**src/rtl/dds_tx_pkg.sv**
```systemverilog
// Purpose: shared types and helpers for the DDS sample UART streamer.
// Latency: n/a (types, constant helpers and a pure parity function).
// Backpressure: n/a.
package dds_tx_pkg;

    typedef enum logic [2:0] {
        IDLE,
        START,
        DATA,
        PARITY,
        STOP
    } tx_state_t;

    // Widest data word the parity helper accepts; callers zero-extend.
    localparam int MAX_DATA_W = 32;

    // Bits needed for a counter that runs 0..max_val (never less than one bit).
    function automatic int cnt_w(input int max_val);
        return (max_val < 1) ? 1 : $clog2(max_val + 1);
    endfunction

    // Parity bit for a frame: XOR of the data bits, inverted for odd parity.
    function automatic logic par_bit(input logic [MAX_DATA_W-1:0] data, input logic odd);
        return (^data) ^ odd;
    endfunction

endpackage

```
**src/rtl/sample_fifo.sv**
```systemverilog
// Purpose: small synchronous FIFO with registered occupancy.
// Latency: a push is visible at dout/level one clk after the pushing edge.
// Backpressure: a push while full is ignored unless a pop happens in the same cycle.
// Ports: clk/rst_n; push+din write side; pop+dout read side (dout is show-ahead);
//        full/empty/level status, all derived from the registered occupancy.
module sample_fifo #(
    parameter int WIDTH = 8,
    parameter int DEPTH = 4
) (
    input  logic                       clk,
    input  logic                       rst_n,
    input  logic                       push,
    input  logic [WIDTH-1:0]           din,
    input  logic                       pop,
    output logic [WIDTH-1:0]           dout,
    output logic                       full,
    output logic                       empty,
    output logic [$clog2(DEPTH+1)-1:0] level
);

    localparam int LVL_W = $clog2(DEPTH + 1);
    localparam int PTR_W = (DEPTH > 1) ? $clog2(DEPTH) : 1;

    logic [WIDTH-1:0] mem_q [DEPTH];
    logic [PTR_W-1:0] wr_ptr_q, wr_ptr_d;
    logic [PTR_W-1:0] rd_ptr_q, rd_ptr_d;
    logic [LVL_W-1:0] level_q, level_d;
    logic             push_ok;
    logic             pop_ok;

    assign full    = (level_q == LVL_W'(DEPTH));
    assign empty   = (level_q == '0);
    assign pop_ok  = pop && !empty;
    // A full FIFO still takes a push when the same cycle frees a slot.
    assign push_ok = push && (!full || pop_ok);
    assign dout    = mem_q[rd_ptr_q];
    assign level   = level_q;

    always_comb begin
        wr_ptr_d = wr_ptr_q;
        rd_ptr_d = rd_ptr_q;
        level_d  = level_q;
        // Depth is a power of two, so pointers wrap by natural overflow.
        if (push_ok) wr_ptr_d = wr_ptr_q + PTR_W'(1);
        if (pop_ok)  rd_ptr_d = rd_ptr_q + PTR_W'(1);
        case ({push_ok, pop_ok})
            2'b10:   level_d = level_q + LVL_W'(1);
            2'b01:   level_d = level_q - LVL_W'(1);
            default: level_d = level_q;
        endcase
    end

    always_ff @(posedge clk or negedge rst_n) begin
        if (!rst_n) begin
            wr_ptr_q <= '0;
            rd_ptr_q <= '0;
            level_q  <= '0;
        end else begin
            wr_ptr_q <= wr_ptr_d;
            rd_ptr_q <= rd_ptr_d;
            level_q  <= level_d;
        end
    end

    // Storage needs no reset: occupancy alone decides what is valid.
    always_ff @(posedge clk) begin
        if (push_ok) mem_q[wr_ptr_q] <= din;
    end

endmodule

```
**src/rtl/dds_sample_uart_tx.sv**
```systemverilog
// Purpose: decimate DDS samples, buffer the upper DATA_W bits, send each as a UART frame.
// Latency: capture on edge E0, tx falls on E1 when idle; frames run back to back.
// Backpressure: none upstream; captures arriving with a full FIFO are dropped and flagged.
// Ports: clk/rst_n; enable gates captures; sample_in/sample_valid sample stream;
//        clear_overflow clears the sticky drop flag; tx serial line (idle high);
//        busy frame on line; fifo_level occupancy; overflow sticky drop flag.
module dds_sample_uart_tx
    import dds_tx_pkg::*;
#(
    parameter int SAMPLE_W     = 12,
    parameter int DATA_W       = 8,
    parameter int CLKS_PER_BIT = 12,
    parameter int DECIM        = 10,
    parameter int STOP_BITS    = 2,
    parameter int PARITY_EN    = 0,
    parameter int PARITY_ODD   = 0,
    parameter int FIFO_DEPTH   = 4
) (
    input  logic                            clk,
    input  logic                            rst_n,
    input  logic                            enable,
    input  logic [SAMPLE_W-1:0]             sample_in,
    input  logic                            sample_valid,
    input  logic                            clear_overflow,
    output logic                            tx,
    output logic                            busy,
    output logic [$clog2(FIFO_DEPTH+1)-1:0] fifo_level,
    output logic                            overflow
);

    localparam int BAUD_MAX = STOP_BITS * CLKS_PER_BIT - 1;
    localparam int BAUD_W   = cnt_w(BAUD_MAX);
    localparam int DEC_W    = cnt_w(DECIM - 1);
    localparam int BIT_W    = cnt_w(DATA_W - 1);

    // ---------------- decimator ----------------
    logic [DEC_W-1:0] dec_cnt_q, dec_cnt_d;
    logic             cap_push;

    always_comb begin
        dec_cnt_d = dec_cnt_q;
        cap_push  = 1'b0;
        if (!enable) begin
            dec_cnt_d = '0;
        end else if (sample_valid) begin
            if (dec_cnt_q == DEC_W'(DECIM - 1)) begin
                cap_push  = 1'b1;
                dec_cnt_d = '0;
            end else begin
                dec_cnt_d = dec_cnt_q + DEC_W'(1);
            end
        end
    end

    // Lower sample bits are intentionally discarded.
    logic sample_lsb_unused;
    assign sample_lsb_unused = ^sample_in;

    // ---------------- sample FIFO ----------------
    logic [DATA_W-1:0] fifo_dout;
    logic              fifo_full;
    logic              fifo_empty;
    logic              fifo_pop;

    sample_fifo #(
        .WIDTH (DATA_W),
        .DEPTH (FIFO_DEPTH)
    ) u_fifo (
        .clk   (clk),
        .rst_n (rst_n),
        .push  (cap_push),
        .din   (sample_in[SAMPLE_W-1 -: DATA_W]),
        .pop   (fifo_pop),
        .dout  (fifo_dout),
        .full  (fifo_full),
        .empty (fifo_empty),
        .level (fifo_level)
    );

    // ---------------- overflow flag ----------------
    logic overflow_q, overflow_d;
    logic cap_drop;

    assign cap_drop = cap_push && fifo_full && !fifo_pop;

    always_comb begin
        overflow_d = overflow_q;
        if (clear_overflow) overflow_d = 1'b0;
        if (cap_drop)       overflow_d = 1'b1;   // a drop beats a same-cycle clear
    end

    // ---------------- TX FSM ----------------
    tx_state_t         state_q, state_d;
    logic [BAUD_W-1:0] baud_q, baud_d;
    logic [BIT_W-1:0]  bit_idx_q, bit_idx_d;
    logic [DATA_W-1:0] shift_q, shift_d;
    logic [DATA_W-1:0] shift_nxt;
    logic              par_q, par_d;
    logic              tx_q, tx_d;
    logic              busy_q, busy_d;
    logic              bit_done;
    logic              stop_done;
    logic              start_frame;

    assign bit_done  = (baud_q == BAUD_W'(CLKS_PER_BIT - 1));
    assign stop_done = (baud_q == BAUD_W'(BAUD_MAX));
    assign shift_nxt = shift_q >> 1;

    // tx_d is the line level for the state being entered, so tx leaves a flop.
    always_comb begin
        state_d     = state_q;
        baud_d      = baud_q;
        bit_idx_d   = bit_idx_q;
        shift_d     = shift_q;
        par_d       = par_q;
        tx_d        = tx_q;
        fifo_pop    = 1'b0;
        start_frame = 1'b0;

        case (state_q)
            IDLE: begin
                tx_d = 1'b1;
                if (!fifo_empty) start_frame = 1'b1;
            end
            START: begin
                if (bit_done) begin
                    baud_d    = '0;
                    bit_idx_d = '0;
                    state_d   = DATA;
                    tx_d      = shift_q[0];
                end else begin
                    baud_d = baud_q + BAUD_W'(1);
                end
            end
            DATA: begin
                if (bit_done) begin
                    baud_d = '0;
                    if (bit_idx_q == BIT_W'(DATA_W - 1)) begin
                        if (PARITY_EN != 0) begin
                            state_d = PARITY;
                            tx_d    = par_q;
                        end else begin
                            state_d = STOP;
                            tx_d    = 1'b1;
                        end
                    end else begin
                        bit_idx_d = bit_idx_q + BIT_W'(1);
                        shift_d   = shift_nxt;
                        tx_d      = shift_nxt[0];
                    end
                end else begin
                    baud_d = baud_q + BAUD_W'(1);
                end
            end
            PARITY: begin
                if (bit_done) begin
                    baud_d  = '0;
                    state_d = STOP;
                    tx_d    = 1'b1;
                end else begin
                    baud_d = baud_q + BAUD_W'(1);
                end
            end
            STOP: begin
                if (stop_done) begin
                    baud_d = '0;
                    // Chain straight into the next frame when data is waiting.
                    if (!fifo_empty) begin
                        start_frame = 1'b1;
                    end else begin
                        state_d = IDLE;
                        tx_d    = 1'b1;
                    end
                end else begin
                    baud_d = baud_q + BAUD_W'(1);
                end
            end
            default: begin
                state_d = IDLE;
                tx_d    = 1'b1;
            end
        endcase

        if (start_frame) begin
            fifo_pop = 1'b1;
            shift_d  = fifo_dout;
            par_d    = par_bit(MAX_DATA_W'(fifo_dout), PARITY_ODD != 0);
            state_d  = START;
            baud_d   = '0;
            tx_d     = 1'b0;
        end

        busy_d = (state_d != IDLE);
    end

    always_ff @(posedge clk or negedge rst_n) begin
        if (!rst_n) begin
            dec_cnt_q  <= '0;
            overflow_q <= 1'b0;
            state_q    <= IDLE;
            baud_q     <= '0;
            bit_idx_q  <= '0;
            shift_q    <= '0;
            par_q      <= 1'b0;
            tx_q       <= 1'b1;
            busy_q     <= 1'b0;
        end else begin
            dec_cnt_q  <= dec_cnt_d;
            overflow_q <= overflow_d;
            state_q    <= state_d;
            baud_q     <= baud_d;
            bit_idx_q  <= bit_idx_d;
            shift_q    <= shift_d;
            par_q      <= par_d;
            tx_q       <= tx_d;
            busy_q     <= busy_d;
        end
    end

    assign tx       = tx_q;
    assign busy     = busy_q;
    assign overflow = overflow_q;

endmodule

```
**config.mk**
```make
export PLATFORM = sky130hd
export DESIGN_NAME = dds_sample_uart_tx
export DESIGN_NICKNAME = d
export VERILOG_FILES = /design/src/rtl/dds_tx_pkg.sv /design/src/rtl/sample_fifo.sv /design/src/rtl/dds_sample_uart_tx.sv
export SDC_FILE = /design/constraint.sdc
export NUM_CORES = 1
export LEC_CHECK = 0
export BUFFER_PORTS_ARGS = -buffer_cell sky130_fd_sc_hd__buf_4
export CORE_MARGIN = 2
export CORE_UTILIZATION = 66
export CTS_BUF_LIST = sky130_fd_sc_hd__clkbuf_4
export DETAILED_ROUTE_END_ITERATION = 10
export PLACE_DENSITY = 0.95
export SYNTH_ARGS = -nofsm -noshare
export SYNTH_HDL_FRONTEND = slang
export SYNTH_SLANG_ARGS = --single-unit
```
**constraint.sdc**
```tcl
create_clock -name clk -period 4.06 [get_ports clk]
set_input_delay 0.406 -clock clk [delete_from_list [all_inputs] [get_ports clk]]
set_output_delay 0.406 -clock clk [all_outputs]
set_load 0.005 [all_outputs]
```
==> key figures <==
Yosys
  – Main synth FF type: edfxtp_1
  – Synth Area in Adders: 0.0488
  – Synth Register Bits: 65
  – Count of cell types in the netlist: 48
  – Synth Net Count: 242
  – Synth Area in Compound Gates: 0.0883
  – Synth warn: 0
  – Main combinational cell family by area after synthesis: multiplexers
  – Synth Area in XOR/XNOR: 0.0231
  – Syn avg cell area: approximately 14 um^2
  – Sequential share of the synthesized area: 0.601
  – Synth top area cells: edfxtp_1 32%, dfrtp_1 27%, mux4_2 6.1%
  – Synth async-reset ratio: 0.508
  – Area leader, netlist: edfxtp_1
  – Post-Synth Simple-Gate Area: 0.0933
  – Synth Cell Area: 2980 um^2
  – Top-area cell type share of the netlist area: 0.323
  – Post-synth EDFFs: 32
  – Cells after Synth: between 200 and 250
  – Mux cell area share after synthesis: 0.113

Timing
  – RSZ-0062 raised after global routing: no
  – Hold_ws: around 0.19 ns
  – Clock skew: approximately 0.014 ns
  – Worst-margin pin slew: about 0.57 ns
  – Final setup vio count: 0
  – Slew Viols, Final: 0
  – Setup_tns: 0 ns
  – Slew HR: 0.622
  – Hold Fails Final Rpt: 0
  – Fin crit period: 2.45 ns
  – Highest clock rate: approximately 410 MHz
  – Fin crit share: 0.604

Clock tree
  – Root buffer cell: clkbuf_4
  – CTS H-tree lvls: 3
  – Setup bufs post-CTS: 0
  – Clock transition at path regs: ~0.10 ns
  – Clk Latency, worst-skew pair: 0.40 ns
  – CTS tree: yes
  – CTS Buf Count: 9
  – Hold-fix buffers, CTS: 1
  – Sink Count: 65
  – Post-cts resize count: 0
  – Clock Path Buffers: 2

Placed design
  – Placed cells: around 280
  – Gpl congestion: roughly 0.77
  – HPWL after DPL: about 3.2 mm
  – Post-DP Area: roughly 3100 um^2
  – Port Buffers: 18

GRT
  – Total gr overflow: 0
  – Initial antenna violation count: 0
  – First-pass GRT wire length: 7.92 mm
  – Vias in the first global route: approximately 1,700
  – Largest net degree at the start of global routing: 34
  – GR Util All Layers: 0.211

Floorplan
  – Die width: slightly above 70 um
  – Initial Utilization: 0.684
  – I/O pin cnt: 23
  – Die area: 5060 um^2
  – Core footprint: roughly 4400 um^2
  – Die H: a little over 70 um
  – Std-Cell Rows: 24

Routing
  – Number of DRC markers in iteration 0: about 180
  – ANT nets after route: 0
  – DR WL/cell: between 15 and 20 um
  – DR vias: roughly 1,700
  – Pre-antenna DRT Iters: 4
  – Final wirelength: about 4.6 mm
  – Drt via density: between 5 and 6
  – DRC: 0

Final layout
  – Finished Layout Cells: a little under 300
  – Antenna cells: 0
  – Final Core Density: 0.747
  – Commonest non-fill, non-tap cells in the layout: 32 x dfrtp_1, 32 x edfxtp_1, 20 x buf_4
  – Layout cell share with drive strength beyond 1: 0.219
  – Nets: approximately 270
  – Final Cell Area: between 3000 and 4000 um^2
  – Layout Area Growth over Synthesis: 9.29%

Critical path
  – Worst-path fanout max: 5
  – Setup CP Type: reg -> reg
  – RR Startpoint: baud_q[0]
  – Worst setup EP type: flip-flop
  – Crit path DAT: approximately 2.8 ns
  – Critical Path Start Type: flip-flop
  – WP data required: 4.39 ns
  – Worst Setup SP: baud_q[0]

Worst hold path
  – HP Start: clear_overflow
  – Worst hold path type: in -> reg

Power and ir drop
  – Leak: roughly 1.3 nW
  – Peak supply drop: ~0.27 mV
  – Pwr dens: between 300 and 400 nW/um^2

Run status
  – Outcome: finished, final reports clean

Flow run
  – Total of max-cap violations: 0
[area by class of cell]
| type | count | area (um^2) |
|---|---|---|
| Multi-Input combinational cell | 128 | 1090 |
| Tap cell | 52 | 65.1 |
| Sequential cell | 65 | 1790 |
| Inverter | 12 | 45.0 |
| Fill cell | 270 | 1100 |
| Timing Repair Buffer | 21 | 160 |
| Clock buffer | 9 | 67.6 |
| Clock inverter | 7 | 37.5 |
[power breakdown]
group	internal, W	total (W)	switching, W
registers	0.000693	0.000695	0.00000208
logic	0.0000120	0.0000260	0.0000141
clock network	0.000118	0.000345	0.000226
total	0.000823	0.00107	0.000242
[sequential cells by signal (all words and copies together), names as in the netlist]
signal and cells:
baud_q 5, u_fifo.wr_ptr_q 2, dec_cnt_q 4, tx 1, state_q 3, u_fifo.level 3, shift_q 8, overflow 1
bit_idx_q 3, u_fifo.rd_ptr_q 2, u_fifo.mem_q 32, busy 1
[Yosys cell counts, types with 4 or more instances]
cell	n
a21oi_1	5
a22o_1	4
and2_1	5
buf_2	4
dfrtp_1	32
edfxtp_1	32
ha_1	10
inv_1	12
mux2_2	4
mux2i_1	11
mux4_2	8
nand2_1	12
nand3_1	5
nor2_1	7
nor2b_1	4
nor3_1	4
o21ai_0	6
o21ai_1	7
[through the flow]
| step | total power [W] | setup slack, ns |
|---|---|---|
| 4_1_cts | 0.00107 | 1.59 |
| 6_report | 0.00107 | 1.61 |
| 5_1_grt | 0.00111 | 1.44 |
| 3_5_place_dp | 0.000735 | 1.62 |
| 2_1_floorplan | 0.000714 | 1.60 |
| 3_3_place_gp | 0.000734 | 1.71 |
[logic make-up (layout without fill, tap and decap cells)]
group | count (synthesis) | count (layout)
xor gates and xnor gates | 7 | 7
DFF | 65 | 65
and+or+nand+nor | 50 | 50
buffers and inverters | 21 | 49
AOI/OAI and AO/OA | 37 | 37
muxes | 23 | 23
adders and majority gates | 11 | 11
[layer usage]
metal,vias to the layer above,track usage,share of wire
met1,840,0.282,0.46
met4,0,0.111,0.025
met2,23,0.322,0.50
met5,-,0,0
met3,10,0.0556,0.022
li1,834,-,-
[final timing paths]
kind                              endpoint  slack, ns  cells past startpoint
hold reg to reg                         tx       0.48                      2
setup / recovery           u_fifo.level[2]       1.61                      9
setup reg to reg           u_fifo.level[2]       1.61                      9
max in group asynchronous               tx       3.26                      2
min in group asynchronous             busy       0.47                      2
hold / removal                    overflow       0.19                      2
[critical path: stages (launching register included)]
cell       delay, ns
dfrtp_1         0.39
ha_1            0.25
nand4b_2        0.20
a2111oi_4       0.43
ha_1            0.26
inv_1           0.07
fa_1            0.37
xor2_1          0.15
nor2_1          0.11
xor2_1          0.16
No activity file was read; power rests on OpenSTA's default activity.
